==> config.mk <==
export PLATFORM = sky130hd
export DESIGN_NAME = complex_accumulator
export DESIGN_NICKNAME = d
export VERILOG_FILES = /design/src/rtl/complex_mult_pkg.sv /design/src/rtl/complex_acc_lane.sv /design/src/rtl/complex_accumulator.sv
export SDC_FILE = /design/constraint.sdc
export NUM_CORES = 1
export LEC_CHECK = 0
export ABC_AREA = 0
export CAP_MARGIN = 15
export CORE_AREA = 2 2 93 95
export DETAILED_ROUTE_END_ITERATION = 7
export DIE_AREA = 0 0 95 97
export PLACE_DENSITY = 0.81
export SLEW_MARGIN = 20
export SYNTH_ARGS = -nofsm -noshare
export SYNTH_HDL_FRONTEND = slang
export SYNTH_SLANG_ARGS = --single-unit
==> constraint.sdc <==
create_clock -name clk -period 3.3 [get_ports clk]
set_input_delay 0.495 -clock clk [delete_from_list [all_inputs] [get_ports clk]]
set_output_delay 0.495 -clock clk [all_outputs]
set_load 0.005 [all_outputs]
==> src/rtl/complex_mult_pkg.sv <==
// Shared definitions for the complex accumulator datapath.
//
// Purpose : holds the default parameter values used by complex_accumulator
//           and the state encoding of its control FSM.
// Ports   : none (package).
// Config  : none here; the optional saturation feature is selected with
//           COMPLEX_ACCUMULATOR_SAT_EN in complex_acc_lane.sv.

package complex_mult_pkg;

    localparam int DEFAULT_DATA_WIDTH = 8;
    localparam int DEFAULT_GUARD_BITS = 4;
    localparam int DEFAULT_LEN_WIDTH  = 8;

    // ACC collects terms, OUT presents the finished sum downstream.
    typedef enum logic {
        ACC = 1'b0,
        OUT = 1'b1
    } acc_state_t;

endpackage

==> src/rtl/complex_acc_lane.sv <==
// One accumulator lane (used once for the real and once for the imaginary part).
//
// Purpose : sign-extends a two's complement addend to ACC_W bits and adds it
//           to a running sum; a clear resets the sum.
// Ports   : clk     - clock, rising edge
//           rstn    - asynchronous active-low reset
//           clear   - synchronous clear of the sum (wins over add_en)
//           add_en  - add the addend this cycle
//           addend  - IN_W-bit two's complement term
//           acc     - current ACC_W-bit sum
// Config  : COMPLEX_ACCUMULATOR_SAT_EN - when defined, each addition clamps to
//           the signed ACC_W range and, once clamped, the sum holds at that
//           bound until the next clear. Otherwise the sum wraps.

module complex_acc_lane
    import complex_mult_pkg::*;
#(
    parameter int IN_W  = 2 * DEFAULT_DATA_WIDTH,
    parameter int ACC_W = 2 * DEFAULT_DATA_WIDTH + DEFAULT_GUARD_BITS
) (
    input  logic             clk,
    input  logic             rstn,
    input  logic             clear,
    input  logic             add_en,
    input  logic [IN_W-1:0]  addend,
    output logic [ACC_W-1:0] acc
);

    logic [ACC_W-1:0] acc_q;
    logic [ACC_W-1:0] acc_d;
    logic [ACC_W-1:0] addend_ext;

    assign addend_ext = ACC_W'($signed(addend));
    assign acc        = acc_q;

`ifdef COMPLEX_ACCUMULATOR_SAT_EN
    logic             sat_q;
    logic             sat_d;
    logic [ACC_W:0]   sum_wide;
    logic             overflow;

    // One extra bit detects signed overflow: the top two bits disagree.
    assign sum_wide = {acc_q[ACC_W-1], acc_q} + {addend_ext[ACC_W-1], addend_ext};
    assign overflow = sum_wide[ACC_W] != sum_wide[ACC_W-1];

    always_comb begin
        acc_d = acc_q;
        sat_d = sat_q;
        if (clear) begin
            acc_d = '0;
            sat_d = 1'b0;
        end else if (add_en && !sat_q) begin
            if (overflow) begin
                // Sign of the wide sum tells which bound was crossed.
                acc_d = sum_wide[ACC_W] ? {1'b1, {(ACC_W-1){1'b0}}}
                                        : {1'b0, {(ACC_W-1){1'b1}}};
                sat_d = 1'b1;
            end else begin
                acc_d = sum_wide[ACC_W-1:0];
            end
        end
    end

    always_ff @(posedge clk or negedge rstn) begin
        if (!rstn) begin
            acc_q <= '0;
            sat_q <= 1'b0;
        end else begin
            acc_q <= acc_d;
            sat_q <= sat_d;
        end
    end
`else
    always_comb begin
        acc_d = acc_q;
        if (clear) begin
            acc_d = '0;
        end else if (add_en) begin
            acc_d = acc_q + addend_ext;
        end
    end

    always_ff @(posedge clk or negedge rstn) begin
        if (!rstn) begin
            acc_q <= '0;
        end else begin
            acc_q <= acc_d;
        end
    end
`endif

endmodule

==> src/rtl/complex_accumulator.sv <==
// Complex accumulator: sums cfg_len complex products and hands the sum on.
//
// Purpose : accepts products from a complex multiplier over a valid/ready
//           handshake, accumulates real and imaginary parts separately, and
//           presents the finished sum on a second valid/ready handshake.
// Ports   : clk       - clock, rising edge
//           rstn      - asynchronous active-low reset
//           sw_rst    - synchronous software reset, discards any sum in flight
//           cfg_len   - products per sum, latched on the first term (0 acts as 1)
//           in_val    - product valid
//           in_ready  - block accepts a product (high while accumulating)
//           in_data   - product {real, imag}, each 2*DATA_WIDTH two's complement
//           out_val   - sum valid (high while presenting)
//           out_ready - downstream accepts the sum
//           out_data  - sum {real, imag}, each ACC_W two's complement
// Config  : COMPLEX_ACCUMULATOR_SAT_EN - saturating instead of wrapping lanes.

module complex_accumulator
    import complex_mult_pkg::*;
#(
    parameter int DATA_WIDTH = DEFAULT_DATA_WIDTH,
    parameter int GUARD_BITS = DEFAULT_GUARD_BITS,
    parameter int LEN_WIDTH  = DEFAULT_LEN_WIDTH
) (
    input  logic                    clk,
    input  logic                    rstn,
    input  logic                    sw_rst,
    input  logic [LEN_WIDTH-1:0]    cfg_len,
    input  logic                    in_val,
    output logic                    in_ready,
    input  logic [4*DATA_WIDTH-1:0] in_data,
    output logic                    out_val,
    input  logic                    out_ready,
    output logic [2*(2*DATA_WIDTH+GUARD_BITS)-1:0] out_data
);

    localparam int ACC_W = 2 * DATA_WIDTH + GUARD_BITS;

    acc_state_t           state_q;
    acc_state_t           state_d;
    logic [LEN_WIDTH-1:0] cnt_q;
    logic [LEN_WIDTH-1:0] cnt_d;
    logic [LEN_WIDTH-1:0] len_q;
    logic [LEN_WIDTH-1:0] len_d;
    logic [LEN_WIDTH-1:0] eff_len;
    logic [LEN_WIDTH-1:0] cnt_inc;
    logic                 in_xfer;
    logic                 out_xfer;
    logic                 lane_clear;
    logic [ACC_W-1:0]     acc_re;
    logic [ACC_W-1:0]     acc_im;

    // Handshake flags come straight from the state register so that an
    // asynchronous reset drops out_val and raises in_ready without a clock.
    assign in_ready   = (state_q == ACC);
    assign out_val    = (state_q == OUT);
    assign in_xfer    = in_val && in_ready;
    assign out_xfer   = out_val && out_ready;
    assign lane_clear = sw_rst || out_xfer;
    assign cnt_inc    = cnt_q + LEN_WIDTH'(1);

    // The first term of a sum uses the live cfg_len; later terms use the
    // copy taken on that first term, so mid-sum changes wait for the next sum.
    assign eff_len = (cnt_q != '0) ? len_q
                   : ((cfg_len == '0) ? LEN_WIDTH'(1) : cfg_len);

    // Next-state logic; sw_rst overrides any transfer in the same cycle.
    always_comb begin
        state_d = state_q;
        cnt_d   = cnt_q;
        len_d   = len_q;
        if (sw_rst) begin
            state_d = ACC;
            cnt_d   = '0;
            len_d   = '0;
        end else if (in_xfer) begin
            if (cnt_q == '0) begin
                len_d = eff_len;
            end
            cnt_d = cnt_inc;
            if (cnt_inc == eff_len) begin
                state_d = OUT;
            end
        end else if (out_xfer) begin
            state_d = ACC;
            cnt_d   = '0;
        end
    end

    always_ff @(posedge clk or negedge rstn) begin
        if (!rstn) begin
            state_q <= ACC;
            cnt_q   <= '0;
            len_q   <= '0;
        end else begin
            state_q <= state_d;
            cnt_q   <= cnt_d;
            len_q   <= len_d;
        end
    end

    complex_acc_lane #(
        .IN_W  (2 * DATA_WIDTH),
        .ACC_W (ACC_W)
    ) u_lane_re (
        .clk    (clk),
        .rstn   (rstn),
        .clear  (lane_clear),
        .add_en (in_xfer),
        .addend (in_data[4*DATA_WIDTH-1:2*DATA_WIDTH]),
        .acc    (acc_re)
    );

    complex_acc_lane #(
        .IN_W  (2 * DATA_WIDTH),
        .ACC_W (ACC_W)
    ) u_lane_im (
        .clk    (clk),
        .rstn   (rstn),
        .clear  (lane_clear),
        .add_en (in_xfer),
        .addend (in_data[2*DATA_WIDTH-1:0]),
        .acc    (acc_im)
    );

    // Accumulators cannot change while in OUT, so the sum stays stable.
    assign out_data = {acc_re, acc_im};

endmodule

# Yosys cells after proc, flatten, opt, wreduce, memory -nomap -nowiden
# Index checks and enable logic that the tools add are counted.
# Widths: inputs -> output; s select.
dict set report classes {
  n_addsub 3
  eq_ne 2
  n_mux 16
  n_bitwise 1
  n_reduce_logical 12
}
# operator n
set ops {}
lappend ops {{$mux 20} 4}
lappend ops {{$mux 8} 8}
lappend ops {{$add 20x20->20} 2}
lappend ops {{$logic_not 8->1} 2}
lappend ops {{$add 8x1->8 const B} 1}
lappend ops {{$eq 8x8->1} 1}
lappend ops {{$reduce_bool 8->1} 1}
lappend ops {{$reduce_bool 2->1} 3}
lappend ops {{$mux 1} 4}
lappend ops {{$reduce_and 2->1} 2}
lappend ops {{$ne 3x2->1 const B} 1}
lappend ops {{$reduce_bool 3->1} 1}
lappend ops {{$logic_and 1x1->1} 2}
lappend ops {{$logic_or 1x1->1} 1}
lappend ops {{$not 1->1} 1}
dict set report word_totals {
  register_bits 57
  in_bits 45
}

# Longest topological paths before layout
# Gate-level depths: netlist of the first run.
dict set report logic_depth {
  depth_word 7
  mapped_depth 10
  ltp_nobuf 10
}

# Cells and area by module
# Synthesis of the first run repeated with hierarchy kept, for this count alone.
dict set report hier_totals {
  hier_cells 508
  area_unflattened_um2 4575.6
}
# mod n_inst cells_per_inst area_per_inst_um2 seq_area_each_um2
set by_module_without_submodules {}
lappend by_module_without_submodules {{complex_acc_lane at u_lane_re} 1 208 1810.5 500.5}
lappend by_module_without_submodules {{complex_acc_lane at u_lane_im} 1 192 1697.9 500.5}
lappend by_module_without_submodules {complex_accumulator 1 108 1067.3 425.4}

# Worst setup path after synthesis of the first run
# Ideal clock, no wire load.
dict set report synth_timing {
  kind {input port to flip-flop}
  start {input port in_data[0]}
  end {register u_lane_im.acc_q[12], in the netlist u_lane_im.acc[12]}
  arrival_time_ns 2.524
  required_ns 3.178
  setup_slack_ns 0.655
  stages 10
  cell_sequence {ha_1 > fa_1 > a211oi_2 > o21bai_2 > o211ai_2 > a21bo_1 > a21boi_1 > o21a_1 > or3_1 > a32o_1}
}
dict set report synth_via {
  elab_chain_cells 3
}
# element line
set synth_lines {}
lappend synth_lines {{start: declaration} complex_accumulator.sv:31} ;# input logic [4*DATA_WIDTH-1:0] in_data,
lappend synth_lines {{$add 20x20->20} complex_acc_lane.sv:79} ;# acc_d = acc_q + addend_ext;
lappend synth_lines {{$mux 20} complex_acc_lane.sv:78} ;# end else if (add_en) begin
lappend synth_lines {{$mux 20} complex_acc_lane.sv:76} ;# if (clear) begin
lappend synth_lines {{end signal: assignment} complex_acc_lane.sv:85} ;# acc_q <= '0;
lappend synth_lines {{end signal: assignment} complex_acc_lane.sv:87} ;# acc_q <= acc_d;
lappend synth_lines {{end: declaration} complex_acc_lane.sv:29} ;# logic [ACC_W-1:0] acc_q;
# No other way between the ends. The select of a mux whose other input is x is not followed.
# A chain may end at the register's enable or synchronous reset.

# Final worst setup path of the first run
# Same ends and word-level chain as after synthesis.

==> results of run 1 <==
layout by cell type, fill, tap and decap left out, drive strengths merged, types with 4 or more instances in the layout:
cell type and instances:
mux2i 15, inv 10, a211oi 8, o31ai 4, a21oi 39, nand4 5
o21bai 7, xor2 20, a31oi 4, clkdlybuf4s50 85, a21o 23, clkbuf 13
o21ai 58, nor2b 5, nand2b 5, o21a 5, dfrtp 57, buf 8
nor3 4, nand2 62, nor2 32, ha 40, nand3 13, xnor2 21
metal layers:
metal	wire [um]	share of wire	GRT usage
met2	5360	0.49	0.412
met3	462	0.042	0.0304
met4	215	0.020	0.0936
met5	0	0	0
met1	4960	0.45	0.328
flip-flops by register name (all words and copies together), names as in the netlist:
name,flops
u_lane_im.acc,20
cnt_q,8
len_q,8
u_lane_re.acc,20
out_val,1
area by class of cell:
type | count | area, um2
tap | 105 | 131
inverter | 10 | 37.5
multi-input combinational | 405 | 2780
timing repair buffer | 93 | 908
clock buffer | 13 | 169
fill | 670 | 2630
sequential | 57 | 1430
clock inverter | 2 | 60.1
power by group:
part           internal [mW]  switching [mW]  leakage, nW
Combinational          0.551           0.542         1.67
Clock                  0.484           0.284        0.116
Sequential             0.788          0.0806        0.763
worst register-to-register path, cell delays in order, from the launching register on:
cell	delay [ps]
dfrtp_1	400
ha_1	250
fa_1	430
a211oi_2	240
o21bai_2	130
o211ai_2	180
a21bo_1	150
a21boi_1	80
o21a_1	190
or3_1	300
a32o_1	250
synth_stat cells, types with 4 or more instances:
cell type  count  area share
nor2b_1        5      0.0073
o21bai_1       6       0.011
xnor2_1       21       0.043
nand3_1       12       0.014
nor2_1        32       0.028
nor3_1         4      0.0047
xor2_1        20       0.041
dfrtp_1       57        0.33
inv_1         10      0.0088
a21o_1        23       0.040
nand2_1       62       0.054
ha_1          40        0.12
a21oi_1       39       0.046
clkbuf_1       9      0.0079
mux2i_1       15       0.035
a211oi_1       7       0.012
nand4_1        5      0.0073
nand2b_1       5      0.0073
o21ai_0       56       0.065
a31oi_1        4      0.0058
o21a_1         5      0.0088
metrics by stage:
stage               cell area [um2]  hold slack (ps)  std cells  power [mW]
global route                   5510             51.8        685        2.89
CTS                            5510             48.1        685        2.73
detailed placement             5280              413        670        1.96
floorplan                      4280              199        483        1.56
finish                         5510             39.5        685        2.73
global placement               5280              404        670        1.92
worst paths after layout:
| kind | start | endpoint | slack, ps | depth (start not counted) |
|---|---|---|---|---|
| setup / recovery | in_data[0] | u_lane_im.acc[12]$_DFFE_PN0P_ | 430 | 11 |
| hold / removal | rstn | u_lane_re.acc[2]$_DFFE_PN0P_ | 40 | 1 |
| setup reg to reg | u_lane_im.acc[0]$_DFFE_PN0P_ | u_lane_im.acc[12]$_DFFE_PN0P_ | 610 | 10 |
| hold reg to reg | u_lane_im.acc[15]$_DFFE_PN0P_ | u_lane_im.acc[15]$_DFFE_PN0P_ | 510 | 2 |
| max in group asynchronous | rstn | u_lane_im.acc[0]$_DFFE_PN0P_ | 2560 | 2 |
| min in group clk | u_lane_im.acc[15]$_DFFE_PN0P_ | u_lane_im.acc[15]$_DFFE_PN0P_ | 510 | 2 |
cells by family after synthesis:
logic type,after synthesis,share of synthesized area
flip-flops,57,0.333
buffers and inverters,21,0.0190
AO/OA/AOI/OAI,166,0.247
AND/OR/NAND/NOR,140,0.153
adder cells (fa/ha/maj),42,0.126
multiplexers,16,0.0377
XOR/XNOR,41,0.0839
==> impl_metrics.tcl, run 1 <==
set metrics [dict create \
    max-clock-path-buffers 2 \
    drt-pass1-iter-count 5 \
    io_buffers 86 \
    p_per_area_nw_per_um2 495 \
    max-vdd-ir-drop_v 0.000281 \
    relSlewSlack 0.563 \
    dr_total_vias 4008 \
    status "finished clean" \
    syn-num-nets 570 \
    grt_pass1_vias 3951 \
    cts_tree "yes" \
    finClkSkew_ps 10.0 \
    gp_congestion 0.947 \
    worstSkewPairLatency_ps 340 \
    track_usage 0.248 \
    numCtsBuffers 9 \
    worst_slack_ps 429 \
    ant_nets 0 \
    post_synth.cell_area_avg_um2 8.86 \
    critical_path_required_ps 3530 \
    hold_class "in2async" \
    die_area_um2 9220 \
    antenna_cells 0 \
    crit_type "in2reg" \
    std_cell_rows 33 \
    ios 87 \
    finalSetupTns_ps 0 \
    setup_viol 0 \
    max_freq_mhz 348 \
    cap_viol_max_count 0 \
    wl_um 11000 \
    post_drt_wl_per_cell_um 16.0 \
    cp_top_family "compound AO/OA/AOI/OAI gates" \
    grt_pass1_wl_um 18400 \
    worstPathMaxFanout 3 \
    cts_sinks 57 \
    vias_per_cell 5.85 \
    syn_area_um2 4280 \
    fin_nets 663 \
    ys_ff_latch 57 \
    fin_crit_ps 2870 \
    start_kind "primary input" \
    synth-main-ff-cell "dfrtp_1" \
    root_buffer "clkbuf_8" \
    crit_slowest_cell "fa_1" \
    grt_setup_unrepaired "no" \
    hold_viol 0 \
    drc 0 \
    cts.htree.levels 3 \
    initial_core_util 0.526 \
    async_flop_share 1.00 \
    synth.distinct_cells 52 \
    maxSlewViolCount 0 \
    die_w_um 95 \
    cts_setup_buffers 0 \
    grt_overflow 0 \
    grt_max_degree 42 \
    drive_gt1_frac 0.0603 \
    cp.arrival_ps 3100 \
    syn_inst 483 \
    tightest_slew_ps 653 \
    ys_warn_count 0 \
    finalCritPeriodShare 0.870 \
    synth_edf_count 0 \
    p_leak_nw 2.55 \
    cts_resized 0 \
    area_growth_pct 28.7 \
    cpPeakStageDelay_ps 430 \
    yosysSeqAreaShare 0.333 \
    dp_slack_ps 100 \
    fp.dieH_um 97 \
    crit_path_end_kind "register" \
    path_clk_slew_ps 70 \
    final_core_util 0.677 \
    first_iter_violations 165 \
    hold_buffers 0 \
    worst-path-buf-inv 1 \
    dp_hpwl_um 8080 \
    coreArea_um2 8130 \
    crit_chain "clkdlybuf4s50_1, ha_1, fa_1, a211oi_2, o21bai_2, o211ai_2, a21bo_1, a21boi_1, o21a_1, or3_1, a32o_1" \
    antenna_found_initial 0 \
]
No activity file was read; power rests on OpenSTA's default activity.
==> run 2: changes to the inputs <==
--- a/config.mk
+++ b/config.mk
@@ -5,12 +5,12 @@
 export SDC_FILE = /design/constraint.sdc
 export NUM_CORES = 1
 export LEC_CHECK = 0
-export ABC_AREA = 0
+export ABC_AREA = 1
 export CAP_MARGIN = 15
-export CORE_AREA = 2 2 93 95
+export CORE_AREA = 2 2 97 99
 export DETAILED_ROUTE_END_ITERATION = 7
-export DIE_AREA = 0 0 95 97
-export PLACE_DENSITY = 0.81
+export DIE_AREA = 0 0 99 101
+export PLACE_DENSITY = 0.8
 export SLEW_MARGIN = 20
 export SYNTH_ARGS = -nofsm -noshare
 export SYNTH_HDL_FRONTEND = slang
==> impl_metrics.tcl, run 2 <==
set metrics [dict create \
    worstSkewPairLatency_ps 340 \
    worstPathMaxFanout 4 \
    grt_setup_unrepaired "no" \
    fin_hold_ws_ps 78.3 \
    area_growth_pct 25.3 \
    cts_resized 0 \
    cts.htree.levels 3 \
    hold_viol 0 \
    synthAdderAreaFrac 0.115 \
    synth_compound_area_frac 0.152 \
    drc 0 \
    dr_total_vias 4988 \
    hold_class "in2async" \
    yosysSeqAreaShare 0.304 \
    track_usage 0.256 \
    yosys.cell_count.top_type "nand2_1" \
    setup_viol 0 \
    first_iter_violations 239 \
    synth-main-ff-cell "dfrtp_1" \
    max_freq_mhz 459 \
    yosysTopAreaCell "dfrtp_1" \
    wl_um 12400 \
    die_area_um2 10000 \
    synth_area_leaders "dfrtp_1 (30%), nand2_1 (19%), ha_1 (11%), inv_1 (5.5%), nor2_1 (5.4%)" \
    initial_core_util 0.522 \
    crit_chain "clkdlybuf4s50_1, ha_1, fa_1, nand2_1, nand2_1, o21a_1, nand2_1, nand2_1, nand2_1, nand2_1, a21oi_1, o21ai_0, nand2_1" \
    ant_nets 0 \
    final_common_cell "nand2_1" \
    grt_pass1_vias 4733 \
    placed_cells 896 \
    gp_congestion 0.968 \
    power_mw 2.52 \
    post_drt_wl_per_cell_um 13.6 \
    finClkSkew_ps 10.1 \
    synth.distinct_cells 36 \
    cp.arrival_ps 2460 \
    post_synth.cell_area_avg_um2 6.67 \
    start_kind "primary input" \
    die_w_um 99 \
    critical_path_required_ps 3580 \
    cpPeakStageDelay_ps 440 \
    tightest_slew_ps 611 \
    crit_path_end_kind "register" \
    synth_top_family_by_area "simple AND/OR/NAND/NOR gates" \
    root_buffer "clkbuf_8" \
    cts_sinks 57 \
    status "finished clean" \
    max-clock-path-buffers 2 \
    p_per_area_nw_per_um2 429 \
    cap_viol_max_count 0 \
    r2r_slack_ps 1290 \
    fin_crit_ps 2180 \
    finalCritPeriodShare 0.660 \
    synth_common_cells "nand2_1 (241), inv_1 (69), nor2_1 (68)" \
    ys_warn_count 0 \
    max-vdd-ir-drop_v 0.000240 \
    ios 87 \
    cts_setup_buffers 0 \
    dp_hpwl_um 9560 \
    worst_path_most_repeated_cell "nand2_1" \
    final_cells 912 \
    hold_buffers 0 \
    ys_ff_latch 57 \
    stdcell_area_um2 5870 \
    synth_edf_count 0 \
    p_leak_nw 2.99 \
    rr_endpoint "u_lane_re.acc[12]$_DFFE_PN0P_" \
    syn-num-nets 790 \
    antenna_found_initial 0 \
    std_cell_rows 35 \
    fin_nets 883 \
    numCtsBuffers 9 \
    crit_type "in2reg" \
    grt_pass1_wl_um 21100 \
    finalSetupTns_ps 0 \
    worstRegToRegCells 12 \
    synth.area.mux_share 0 \
    cts_tree "yes" \
    synth_xor_area_frac 0.0206 \
    reg2reg_from "u_lane_re.acc[0]$_DFFE_PN0P_" \
    grt_max_degree 43 \
    crit_slowest_cell "fa_1" \
    syn_inst 703 \
    fp.dieH_um 101 \
    antenna_cells 0 \
    syn_area_um2 4690 \
    io_buffers 86 \
    async_flop_share 1.00 \
    coreArea_um2 8980 \
    maxSlewViolCount 0 \
    yosys.area.top_type_share 0.304 \
    layout_common_cells "nand2_1 (241), clkdlybuf4s50_1 (85), inv_1 (69)" \
    grt_overflow 0 \
    yosys.area_share.simple 0.338 \
    path_clk_slew_ps 70 \
    vias_per_cell 5.47 \
    drt-pass1-iter-count 5 \
    placed_area_um2 5670 \
    drive_gt1_frac 0.0462 \
    relSlewSlack 0.592 \
]
-- run 2: cell count changes in the layout (fill, tap and decap cells not counted), moves of 16 or more --
| cell | change |
|---|---|
| nor2_1 | +36 |
| nand2_1 | +179 |
| nand3_1 | +28 |
| inv_1 | +59 |
| a21o_1 | -16 |
| xnor2_1 | -18 |
-- run 2: logic make-up after synthesis --
group                      Yosys count
adders and majority gates           42
buffers and inverters               82
and+or+nand+nor                    384
DFF                                 57
xor gates and xnor gates            11
AOI/OAI and AO/OA                  127
-- run 2: metrics by stage --
step / worst slack (ps) / util
finish: 1120 / 0.654
global route: 989 / 0.654
CTS: 1170 / 0.654
detailed placement: 801 / 0.631
global placement: 832 / 0.631
floorplan: 1390 / -
-- run 2: how the worst max path moves through the flow --
stage | slack [ps] | startpoint | end | cells past startpoint
floorplan | 1390 | in_data[0] | u_lane_im.acc[12]$_DFFE_PN0P_ | 11
global placement | 830 | in_data[0] | u_lane_im.acc[12]$_DFFE_PN0P_ | 12
detailed placement | 800 | in_data[16] | u_lane_re.acc[16]$_DFFE_PN0P_ | 12
CTS | 1170 | in_data[16] | u_lane_re.acc[12]$_DFFE_PN0P_ | 13
global route | 990 | in_data[16] | u_lane_re.acc[16]$_DFFE_PN0P_ | 12
finish | 1120 | in_data[16] | u_lane_re.acc[12]$_DFFE_PN0P_ | 13
-- run 2: critical path, delay by kind of cell --
kind / cells / cell delay, ps
AO/OA/AOI/OAI: 3 / 340
buffers and inverters: 1 / 400
AND/OR/NAND/NOR: 7 / 530
adder cells (fa/ha/maj): 2 / 680
-- run 2: cell type report --
cell class	instances	area, um2
Fill cell	795	3100
Multi-Input combinational cell	564	2940
Sequential cell	57	1430
Timing Repair Buffer	90	886
Inverter	74	278
Clock buffer	14	173
Tap cell	111	139
Clock inverter	2	35.0
-- run 2: power breakdown --
| part | leakage (nW) | total, mW | internal [mW] | switching, mW |
|---|---|---|---|---|
| clock network | 0.107 | 0.699 | 0.411 | 0.288 |
| registers | 0.762 | 0.845 | 0.775 | 0.0702 |
| logic | 2.12 | 0.974 | 0.423 | 0.550 |
| total | 2.99 | 2.52 | 1.61 | 0.908 |
-- run 2: metal layers --
layer / routed length (um) / global-route usage
met2: 6010 / 0.448
met1: 5580 / 0.331
met5: 0 / 0
met4: 139 / 0.0632
met3: 718 / 0.0444
